$ cat config.mk
export PLATFORM = sky130hd
export DESIGN_NAME = sync_fifo
export DESIGN_NICKNAME = d
export VERILOG_FILES = /design/src/rtl/sync_fifo_pkg.sv /design/src/rtl/sync_fifo_dpram.sv /design/src/rtl/sync_fifo.sv
export SDC_FILE = /design/constraint.sdc
export NUM_CORES = 1
export LEC_CHECK = 0
export CORE_MARGIN = 2
export CORE_UTILIZATION = 60
export CTS_CLUSTER_SIZE = 14
export DETAILED_ROUTE_END_ITERATION = 10
export GPL_ROUTABILITY_DRIVEN = 0
export PLACE_DENSITY = 0.88
export SYNTH_ARGS = -nofsm -noshare
export SYNTH_HDL_FRONTEND = slang
export SYNTH_SLANG_ARGS = --single-unit
$ cat constraint.sdc
create_clock -name i_clk -period 5.65 [get_ports i_clk]
set_input_delay 1.13 -clock i_clk [delete_from_list [all_inputs] [get_ports i_clk]]
set_output_delay 1.13 -clock i_clk [all_outputs]
set_load 0.01 [all_outputs]
$ cat src/rtl/sync_fifo_pkg.sv
// Shared defaults for the show-ahead synchronous FIFO.
// Real widths come down from the core configuration.
package sync_fifo_pkg;

    localparam int DEF_XLEN       = 32;
    localparam int DEF_ADDR_WIDTH = 5;

endpackage

$ cat src/rtl/sync_fifo_dpram.sv
// Simple dual-port RAM: one write port, one registered read port.
// The read register holds its value while re is low.
module DualPortRam
    import sync_fifo_pkg::*;
#(
    parameter int XLEN       = DEF_XLEN,
    parameter int ADDR_WIDTH = DEF_ADDR_WIDTH
) (
    input  logic                  clk,
    input  logic                  we,
    input  logic [ADDR_WIDTH-1:0] wAddr,
    input  logic [XLEN-1:0]       wData,
    input  logic                  re,
    input  logic [ADDR_WIDTH-1:0] rAddr,
    output logic [XLEN-1:0]       q
);

    logic [XLEN-1:0] mem [2**ADDR_WIDTH];

    always_ff @(posedge clk) begin
        if (we) begin
            mem[wAddr] <= wData;
        end
        if (re) begin
            q <= mem[rAddr];
        end
    end

endmodule

$ cat src/rtl/sync_fifo.sv
// Show-ahead synchronous FIFO over a registered-read RAM.
// RAM read register acts as a prefetch slot feeding the output stage.
module sync_fifo
    import sync_fifo_pkg::*;
#(
    parameter int XLEN       = DEF_XLEN,
    parameter int ADDR_WIDTH = DEF_ADDR_WIDTH
) (
    input  logic                  i_clk,
    input  logic                  i_rstn,
    input  logic                  i_wr_valid,
    output logic                  o_wr_ready,
    input  logic [XLEN-1:0]       i_wr_data,
    output logic                  o_rd_valid,
    input  logic                  i_rd_ready,
    output logic [XLEN-1:0]       o_rd_data,
    output logic [ADDR_WIDTH:0]   o_count,
    output logic                  o_full,
    output logic                  o_empty
);

    localparam logic [ADDR_WIDTH:0] DEPTH = {1'b1, {ADDR_WIDTH{1'b0}}};
    localparam logic [ADDR_WIDTH:0] ONE   = {{ADDR_WIDTH{1'b0}}, 1'b1};

    logic [ADDR_WIDTH:0] wrPtr;
    logic [ADDR_WIDTH:0] rdPtr;
    logic [ADDR_WIDTH:0] count;
    logic                acceptReady;
    logic                qValid;
    logic                outValid;
    logic [XLEN-1:0]     outData;
    logic [XLEN-1:0]     ramQ;
    logic                full;
    logic                wrFire;
    logic                rdFire;
    logic                committed;
    logic                outLoad;
    logic                ramRe;

    assign full       = (count == DEPTH);
    assign o_wr_ready = acceptReady && !full;
    assign wrFire     = i_wr_valid && o_wr_ready;
    assign rdFire     = outValid && i_rd_ready;

    // Registered pointers: only words written on an earlier edge are readable,
    // which also keeps read and write addresses apart on every edge.
    assign committed  = (wrPtr != rdPtr);
    assign outLoad    = qValid && (!outValid || rdFire);
    assign ramRe      = committed && (!qValid || outLoad);

    DualPortRam #(
        .XLEN       (XLEN),
        .ADDR_WIDTH (ADDR_WIDTH)
    ) uRam (
        .clk   (i_clk),
        .we    (wrFire),
        .wAddr (wrPtr[ADDR_WIDTH-1:0]),
        .wData (i_wr_data),
        .re    (ramRe),
        .rAddr (rdPtr[ADDR_WIDTH-1:0]),
        .q     (ramQ)
    );

    always_ff @(posedge i_clk or negedge i_rstn) begin
        if (!i_rstn) begin
            acceptReady <= 1'b0;
            wrPtr       <= '0;
            rdPtr       <= '0;
            qValid      <= 1'b0;
            outValid    <= 1'b0;
            outData     <= '0;
        end else begin
            acceptReady <= 1'b1;
            if (wrFire) begin
                wrPtr <= wrPtr + ONE;
            end
            if (ramRe) begin
                rdPtr <= rdPtr + ONE;
            end
            qValid <= ramRe || (qValid && !outLoad);
            if (outLoad) begin
                outValid <= 1'b1;
                outData  <= ramQ;
            end else if (rdFire) begin
                outValid <= 1'b0;
            end
        end
    end

    always_ff @(posedge i_clk or negedge i_rstn) begin
        if (!i_rstn) begin
            count <= '0;
        end else begin
            unique case (1'b1)
                (wrFire && !rdFire): count <= count + ONE;
                (rdFire && !wrFire): count <= count - ONE;
                default:             count <= count;
            endcase
        end
    end

    assign o_rd_valid = outValid;
    assign o_rd_data  = outData;
    assign o_count    = count;
    assign o_full     = full;
    assign o_empty    = (count == '0);

endmodule

* After elaboration in Yosys (flattened, before gate mapping) *
Memory sizes are Yosys's and may differ from the RTL's. A register that Yosys moved wholly into a read port is not among the register bits.
Cells that the tools add are included.

cells by class
  equality and inequality tests = 2
  $add $sub $neg = 4
  reduce and logical (&&, ||, !) cells = 20
  muxes and demuxes = 5

operators with widths
  cell                 count
  $add 6x1->6 const B  3
  $pmux 6 s2           1
  $logic_and 1x1->1    8
  $eq 6x6->1 const B   1
  $logic_not 1->1      6
  $logic_not 6->1      1
  $ne 6x6->1           1
  $sub 6x1->6 const B  1
  $mux 1               4
  $reduce_bool 2->1    2
  $logic_or 1x1->1     3

storage, ports and cells
  bits in writable memories = 1024
  output and inout port bits = 42
  input port bits = 36
  register bits = 53
  word-level logic and storage cells = 39
  memories kept = 1

memory list
  memory    words  width  rd ports  clocked after Yosys merged registers in  write ports  line                   source
  uRam.mem  32     32     1         1                                        1            sync_fifo_dpram.sv:18  logic [XLEN-1:0] mem [2**ADDR_WIDTH];

* Longest topological paths before layout *
Gate-level depths: netlist of run 1.

  word-level depth = 7
  mapped depth = 12
  depth with buffers taken out = 10

* Modules after synthesis *
From an unflattened synthesis of run 1, not the netlist that was laid out.

second synthesis, totals
  cell total of the unflattened synthesis = 2437
  area total of the unflattened synthesis = 43173.9 um2

by module, submodules not included
  module       seq. area each (um2)  area each (um2)  cells each  instances
  DualPortRam  31710.4               40805.4          2260        1
  sync_fifo    1326.3                2368.5           177         1

* Worst setup path after synthesis of run 1 *
Ideal clock, no wire load.

  path kind = in2reg
  from = input port i_wr_valid
  to = memory uRam.mem[29][0] in the netlist's numbering (enable)
  setup slack = 2.082 ns
  required time = 5.229 ns
  buffers on the path = 0
  stages on the path = 4
  setup time = 0.421 ns
  data arrival time = 3.147 ns
  path through = nand2_1 > a31oi_2 > nand2_1 > nor2_1

between the ends
  word-level cells in the longest chain between the ends = 3

ends and longest elaborated chain
  element                       line                   source
  from (decl)                   sync_fifo.sv:11        input logic i_wr_valid,
  $logic_and 1x1->1             sync_fifo.sv:42        assign wrFire = i_wr_valid && o_wr_ready;
  $mux 1                        sync_fifo_dpram.sv:21  if (we) begin
  $mux 1 (not written as such)  sync_fifo_dpram.sv:22  mem[wAddr] <= wData;
  to (decl)                     sync_fifo_dpram.sv:18

Every way passes these cells.

* Worst setup path in the final report of run 1 *
  from = input port i_wr_valid
  to = memory uRam.mem[25][10] in the netlist's numbering (enable)

Same word-level chain as after synthesis.

==> results of run 1 <==
## stage by stage
stage           util  power (W)  area [µm²]  hold slack [ps]
3_3_place_gp   0.631     0.0158       44000              460
2_1_floorplan      -     0.0142       42000              455
4_1_cts        0.680     0.0232       47300              469
3_5_place_dp   0.631     0.0161       44000              465
6_report       0.680     0.0232       47300              470
5_1_grt        0.680     0.0237       47300              488
## synthesized netlist by cell type, types with 11 or more instances
library cell,number,area [µm²]
edfxtp_1,1056,31700
mux4_2,235,5290
o22ai_1,128,801
dfrtp_1,53,1330
buf_2,40,200
nor2_1,39,146
mux2_2,33,372
clkbuf_1,29,109
nor4_2,25,313
mux4_1,21,552
xnor2_1,17,149
nand2_1,16,60.1
buf_6,11,124
## path summary, 6_finish.rpt
| check | slack, ps | endpoint | depth (start not counted) |
|---|---|---|---|
| max in group asynchronous | 4400 | rdPtr[1]$_DFFE_PN0P_ | 1 |
| min in group asynchronous | 590 | wrPtr[5]$_DFFE_PN0P_ | 1 |
| worst max register to register | 2030 | uRam.mem[25][10]$_DFFE_PP_ | 4 |
| worst min-delay path | 470 | o_rd_data[28]$_DFFE_PN0P_ | 1 |
| worst min register to register | 470 | o_rd_data[28]$_DFFE_PN0P_ | 1 |
| worst max-delay path | 1750 | uRam.mem[25][10]$_DFFE_PP_ | 5 |
## registers in the layout, indices dropped and copies added (netlist names)
| register | cells |
|---|---|
| o_count | 6 |
| o_rd_data | 32 |
| o_rd_valid | 1 |
| qValid | 1 |
| rdPtr | 6 |
| uRam.mem | 1024 |
| wrPtr | 6 |
| uRam.q | 32 |
| acceptReady | 1 |
## layout make-up
cell class              instances  area (µm²)
clock inverters                56         503
multi-input cells             590        8510
fillers                      3854       22300
inverters                       8        30.0
flip-flops and latches       1109       33000
repair buffers                125        1190
clock buffers                 141        2880
well taps                     940        1180
## cells by family (layout without fill, tap and decap cells)
family / count (synthesis) / after routing / share of synthesized area
compound gates: 149 / 149 / 0.0224
xor+xnor: 23 / 23 / 0.00479
fa+ha+maj: 8 / 8 / 0.00238
buf+inv: 106 / 330 / 0.0175
flops: 1109 / 1109 / 0.786
mux: 290 / 290 / 0.148
other cells: 1 / 1 / 0.0000892
simple gates: 119 / 119 / 0.0187
## per-layer routing
layer  vias to the layer above  GRT usage  part of all wire
met5                         -          0                 0
met3                       332     0.0433              0.10
li1                       7994          -                 -
met1                     11000      0.401              0.32
met4                         0      0.184             0.069
met2                      2000      0.527              0.51
## worst max-delay path: cells and delay by family
kind / cells / cell delay [ps]
AO/OA/AOI/OAI: 1 / 560
buffers and inverters: 1 / 460
AND/OR/NAND/NOR: 3 / 1970
## where the power goes
part	total (W)	internal (W)	switching (W)
Clock	0.00706	0.00391	0.00314
Sequential	0.0102	0.00965	0.000562
Combinational	0.00595	0.00267	0.00328
Total	0.0232	0.0162	0.00699
## placed cells by master (no fill, tap or decap), drive strengths merged, types with 34 or more instances in the layout
cell type / n
buf: 49
clkdlybuf4s50: 76
edfxtp: 1056
clkinv: 45
dfrtp: 53
clkbuf: 141
mux4: 256
mux2: 34
o22ai: 128
nor2: 39
==> qor.yml, run 1 <==
clocking:
  cts_resized: 0
  clockRootBuffer: "clkbuf_16"
  cts.sinks: 1109
  clk_latency_ps: 680
  numCtsBuffers: 104
  h-tree-depth: 3
  clock_path_buffers: 3
  post-cts-setup-buffers: 0
  clk_pin_slew_ps: 60
  cts_tree: "yes"
  cts_hold_buf: 0
timing:
  max_freq_mhz: 257
  hold_violations: 0
  setup_viol: 0
  setup_tns_ps: 0
  fin_crit_sh: 0.690
  skew_ps: 33.9
  fin_ws_ps: 1750
  slew_viol_final: 0
  slew_headroom: 0.0265
  rsz0062_at_grt: "false"
  tightest_slew_ps: 1460
  timing.final.crit_period_ps: 3900
final_layout:
  diodes: 0
  drive_above_1_share: 0.267
  area_growth_pct: 12.6
  final_cells: 2969
  fin_nets: 1982
critical_path:
  crit_top_cell: "nand2_1"
  regToRegStartpoint: "o_count[2]$_DFFE_PN0P_"
  crit_path_end_kind: "register"
  critPathLaunch: "i_wr_valid"
  worstSetupPathType: "input port to register"
  critPathLaunchType: "input port"
  slowest_stage: "nor2_4"
  cp_slowest_stage_delay_ps: 1170
  worstPathRequired_ps: 5920
  cp_cell_sequence: "clkdlybuf4s50_1 > nand2_1 > a31oi_2 > nand2_1 > nor2_4"
  cp.arrival_ps: 4170
  crit_fanout: 32
floorplan:
  num_io_pins: 78
  start_util: 0.603
  fp.dieH_um: 269
  core_region_area_um2: 69700
  die_x_um: 269
  die_area_um2: 72200
  fp-row-count: 97
pwr:
  max-vdd-ir-drop_mv: 0.334
  powerDensity_nw_per_um2: 490
  power_leakage_nw: 14.8
routing:
  via_per_inst: 7.20
  wl_per_cell_um: 37.2
  drtPass1Iterations: 7
  routed_wl_um: 111000
  first_iter_violations: 3254
  drc_errors: 0
  postRouteAntennaNets: 0
  vias: 21400
placement:
  place_ws_ps: 1210
  place_hpwl_um: 57900
  dp.cells: 2772
  io_buffers: 77
global_routing:
  grtUsageTotal: 0.315
  grt_pass1_vias: 21400
  grt_max_degree: 60
  overflow: 0
  grt_pass1_wl_um: 158000
  grt_antenna_before_repair: 0
worst_hold_path:
  hold_class: "register to register"
  hp-start: "uRam.q[28]$_DFFE_PP_"
status:
  status: "complete, no violations"
synthesis:
  synth_edf_count: 1056
  synthArstFlopShare: 0.0478
  syn_area_um2: 42000
  yosys_warnings: 0
  postSynthAreaPerCell_um2: 23.3
  netlist_instances: 1805
  seq_area_frac_synth: 0.786
  synth_flop_cell: "edfxtp_1"
  synth-seq-cells: 1109
  yosys.cell_types.count: 50
  synth_fp_nets: 1849
run:
  drv_cap: 0
Note: power is estimated with default switching activity, not from simulation.
==> run 2, diff against run 1 <==
- CORE_UTILIZATION: 60 -> 56
- PLACE_DENSITY: 0.88 -> 0.87
- clock period: 5.65 -> 3.23 ns (I/O delays scaled with it)
==> qor.yml, run 2 (same netlist as run 1, synthesis figures left out) <==
timing:
  setup_viol: 0
  tightest_slew_ps: 900
  skew_ps: 25.2
  fin_crit_sh: 0.974
  timing.final.crit_period_ps: 3140
  slew_headroom: 0.400
  setup_tns_ps: 0
  slew_viol_final: 0
  hold_violations: 0
  rsz0062_at_grt: "false"
  max_freq_mhz: 318
clocking:
  cts_tree: "yes"
  cts_resized: 1
  h-tree-depth: 3
  numCtsBuffers: 104
  clk_latency_ps: 670
  clock_path_buffers: 3
  cts_hold_buf: 0
  cts.sinks: 1109
  post-cts-setup-buffers: 0
  clockRootBuffer: "clkbuf_16"
  clk_pin_slew_ps: 60
critical_path:
  worstPathRequired_ps: 2580
  worstSetupPathType: "register to output pin"
  crit_path_end_kind: "output pin"
  cp.arrival_ps: 2500
  regToRegStartpoint: "rdPtr[1]$_DFFE_PN0P_"
  critPathLaunch: "o_count[1]$_DFFE_PN0P_"
  critPathLaunchType: "register"
  crit_fanout: 10
routing:
  first_iter_violations: 3376
  wl_per_cell_um: 35.7
  drc_errors: 0
  postRouteAntennaNets: 0
  via_per_inst: 7.04
  vias: 21700
  routed_wl_um: 110000
  drtPass1Iterations: 5
worst_hold_path:
  hold_class: "input port to async pin"
final_layout:
  register_area_um2: 33000
  fin_nets: 2070
  largest_register_ffs: 1024
  multiInputGateArea_um2: 8510
  drive_above_1_share: 0.292
  area_growth_pct: 14.7
  fin_util: 0.649
  final_cell_mix: "edfxtp_1 (1,056), mux4_2 (235), o22ai_1 (128)"
  final_cells: 3083
  regMostFlops: "uRam.mem"
  design_area_um2: 48200
  nFillCells: 4439
  layout_commonest_cell: "edfxtp_1"
placement:
  dp.cells: 2889
  place_hpwl_um: 61900
  io_buffers: 77
  postPlaceCellArea_um2: 45000
floorplan:
  fp.dieH_um: 278
  start_util: 0.566
  die_x_um: 278
  die_area_um2: 77300
  num_io_pins: 78
  core_region_area_um2: 74300
  fp-row-count: 100
global_routing:
  grt_max_degree: 70
  grtUsageTotal: 0.289
  overflow: 0
  grt_pass1_wl_um: 158000
  grt_antenna_before_repair: 4
  grt_pass1_vias: 21700
pwr:
  powerDensity_nw_per_um2: 850
  max-vdd-ir-drop_mv: 0.525
  power_leakage_nw: 15.2
  power_w: 0.0410
status:
  status: "complete, no violations"
run:
  drv_cap: 0
run 2: cell types whose count changed in the layout (fill, tap and decap cells not counted), moves of 3 or more:
cell        change
buf_4          +63
buf_12         +25
clkinv_1       +11
clkbuf_8        -7
clkinv_2        -5
clkinvlp_4      +3
run 2: critical path: stages (launching register included):
cell	delay, ps
dfrtp_2	480
or4_1	570
nor3_1	220
nor2b_1	90
clkdlybuf4s50_1	490
run 2: path summary, 6_finish.rpt:
check	to	slack, ps	depth (start not counted)
worst min-delay path	wrPtr[1]$_DFFE_PN0P_	110	1
min in group i_clk	o_rd_data[23]$_DFFE_PN0P_	470	1
worst max-delay path	o_wr_ready	90	4
worst max register to register	uRam.q[4]$_DFFE_PP_	410	6
max in group asynchronous	rdPtr[0]$_DFFE_PN0P_	2450	1
worst min register to register	o_rd_data[23]$_DFFE_PN0P_	470	1
run 2: final cells by class:
cell class              count  area share
flip-flops and latches   1109       0.685
multi-input cells         590       0.177
clock buffers             132      0.0577
repair buffers            213      0.0449
well taps                 969      0.0251
clock inverters            60     0.00978
inverters                   8    0.000623
diodes                      2    0.000104
run 2: per-layer routing:
layer | track usage | vias to the layer above | wire, µm
met1 | 0.388 | 11200 | 37400
met5 | 0 | - | 13
li1 | - | 8166 | -
met2 | 0.471 | 1976 | 54500
met3 | 0.0731 | 315 | 13800
met4 | 0.0960 | 2 | 4320
run 2: per-stage QoR:
stage                     hold WS [ps]  setup WS (ps)
after floorplan                    350            122
after global placement             462            390
after detailed placement           463            434
after CTS                          144           36.7
after global routing               178           2.82
final                              112           85.0
run 2: report_power, final:
part / switching [W] / internal (W) / leakage, nW / total [W]
registers: 0.000777 / 0.0169 / 10.1 / 0.0176
logic: 0.00640 / 0.00513 / 3.52 / 0.0115
clock network: 0.00520 / 0.00663 / 1.58 / 0.0118
total: 0.0124 / 0.0286 / 15.2 / 0.0410
==> run 3, diff against run 2 <==
- MAX_ROUTING_LAYER: default -> met4
- SYNTH_HIERARCHICAL: default -> 1
==> qor.yml, run 3 <==
status:
  status: "complete, no violations"
synthesis:
  yosys_warnings: 6
  synth-seq-cells: 1109
  yosys.area_share.xor_xnor: 0.00426
  postSynthAreaPerCell_um2: 17.7
  synth_fp_nets: 2481
  synth_compound_area_frac: 0.0477
  syn_area_um2: 43200
  yosys.cell_count.top_type: "edfxtp_1"
  netlist_instances: 2437
  seq_area_frac_synth: 0.765
  yosys.cell_types.count: 49
  netlist.area_leader.share: 0.734
  synthMuxAreaShare: 0.128
  synth.top_cells.by_area: "edfxtp_1 (73%), mux2i_1 (12%), dfrtp_1 (3.1%)"
  synth-simple-area-share: 0.0339
  synth-adder-area-share: 0.00249
  synth_edf_count: 1056
  synth_flop_cell: "edfxtp_1"
  yosys.area.top_type: "edfxtp_1"
  synth_top_family_by_area: "multiplexers"
  synthArstFlopShare: 0.0478
  ys_top_cells_by_count: "edfxtp_1 (1,056), mux2i_1 (512), nand2_1 (106), nand3_1 (99), a21oi_1 (98)"
critical_path:
  r2r_setup_slack_ps: 150
  regToRegStartpoint: "o_count[3]$_DFFE_PN0P_"
  cp.arrival_ps: 2470
  worstPathRequired_ps: 2580
  critPathLaunchType: "register"
  crit_path_end_kind: "output pin"
  crit_fanout: 3
  r2r_cells: 9
  worstSetupPathType: "register to output pin"
  r2r_end: "o_count[5]$_DFFE_PN0P_"
clocking:
  h-tree-depth: 3
  cts.sinks: 1109
  clk_pin_slew_ps: 60
  clk_latency_ps: 680
  clock_path_buffers: 3
  cts_tree: "yes"
  clockRootBuffer: "clkbuf_16"
  numCtsBuffers: 101
timing:
  skew_ps: 30.1
  fin_crit_sh: 0.965
  setup_tns_ps: 0
  max_freq_mhz: 321
  tightest_slew_ps: 872
  slew_headroom: 0.419
  hold_violations: 0
  setup_viol: 0
  rsz0062_at_grt: "false"
  timing.final.crit_period_ps: 3120
  slew_viol_final: 0
global_routing:
  grt_pass1_wl_um: 157000
  grt_pass1_vias: 24800
  grt_max_degree: 105
  overflow: 0
  grt_antenna_before_repair: 1
  grtUsageTotal: 0.279
pwr:
  power_leakage_nw: 15.4
  powerDensity_nw_per_um2: 563
  max-vdd-ir-drop_mv: 0.449
floorplan:
  core_region_area_um2: 76100
  die_x_um: 282
  die_area_um2: 79300
  start_util: 0.568
  fp-row-count: 101
  num_io_pins: 78
  fp.dieH_um: 282
routing:
  drtPass1Iterations: 7
  postRouteAntennaNets: 0
  drc_errors: 0
  first_iter_violations: 3417
  wl_per_cell_um: 28.5
  via_per_inst: 6.46
  routed_wl_um: 107000
  vias: 24300
final_layout:
  fin_util: 0.652
  area_growth_pct: 14.9
  layout_commonest_cell: "edfxtp_1"
  register_area_um2: 33000
  final_cell_mix: "edfxtp_1 (1,056), mux2i_1 (512), buf_4 (120)"
  multiInputGateArea_um2: 9610
  regMostFlops: "uRam/mem"
  drive_above_1_share: 0.138
  nFillCells: 4689
  design_area_um2: 49600
  fin_nets: 2685
  largest_register_ffs: 1024
placement:
  place_hpwl_um: 60400
  postPlaceCellArea_um2: 46300
  io_buffers: 77
run:
  drv_cap: 0
worst_hold_path:
  hold_class: "input port to async pin"
==> run 3: cells by family after synthesis <==
group	Yosys count
AO/OA/AOI/OAI	304
multiplexers	547
XOR/XNOR	21
other	1
adder cells (fa/ha/maj)	8
AND/OR/NAND/NOR	311
flip-flops	1109
buffers and inverters	136
==> run 3: report_power, final <==
group	switching (W)	internal, W
sequential	0.000000273	0.0157
clock	0.00513	0.00677
combinational	0.000244	0.0000648
total	0.00538	0.0226
==> run 3: what timing repair did <==
action,CTS,global route
gates resized for setup,3,0
hold buffers,0,0
endpoints found under the setup margin,2,0
buffers inserted,2,0
==> run 3: worst max-delay path: stages, from the launching register on <==
cell and delay (ps):
dfrtp_1 380, or4_4 550, or3_2 430, and2_1 160
dlygate4sd2_1 270
==> run 3: worst max-delay path by stage <==
stage                                       from                        end  slack, ps
after floorplan                       i_wr_valid  uRam/mem[28][0]$_DFFE_PP_       -120
after global placement                i_wr_valid     o_count[5]$_DFFE_PN0P_        120
after detailed placement              i_wr_valid     o_count[5]$_DFFE_PN0P_        100
after CTS                 o_count[3]$_DFFE_PN0P_                 o_wr_ready         90
after global routing      o_count[4]$_DFFE_PN0P_     o_count[5]$_DFFE_PN0P_         60
final                     o_count[3]$_DFFE_PN0P_                 o_wr_ready        110
==> run 3: final cells by class <==
| cell class | instances | share of cell area |
|---|---|---|
| diodes | 1 | 0.0000504 |
| multi-input cells | 1192 | 0.194 |
| repair buffers | 233 | 0.0481 |
| well taps | 1030 | 0.0260 |
| inverters | 4 | 0.000303 |
| flip-flops and latches | 1109 | 0.666 |
| clock buffers | 144 | 0.0565 |
| clock inverters | 45 | 0.00946 |
==> run 3: metrics by stage <==
stage	power [W]	hold slack, ps	instances	worst slack (ps)
final	0.0279	56.3	3758	114
after global routing	0.0285	122	3758	63.8
after CTS	0.0280	54.9	3757	89.7
after detailed placement	0.0163	467	3566	101
after global placement	0.0163	460	3566	123
after floorplan	0.0160	350	2437	-120
==> run 3: metal layers <==
layer	part of all wire	track usage	wire, µm	vias to the layer above
met5	0	-	0	-
met4	0.047	0.127	4980	0
li1	-	-	-	10000
met2	0.49	0.448	52500	1850
met3	0.12	0.0564	12800	322
met1	0.34	0.346	36600	12100
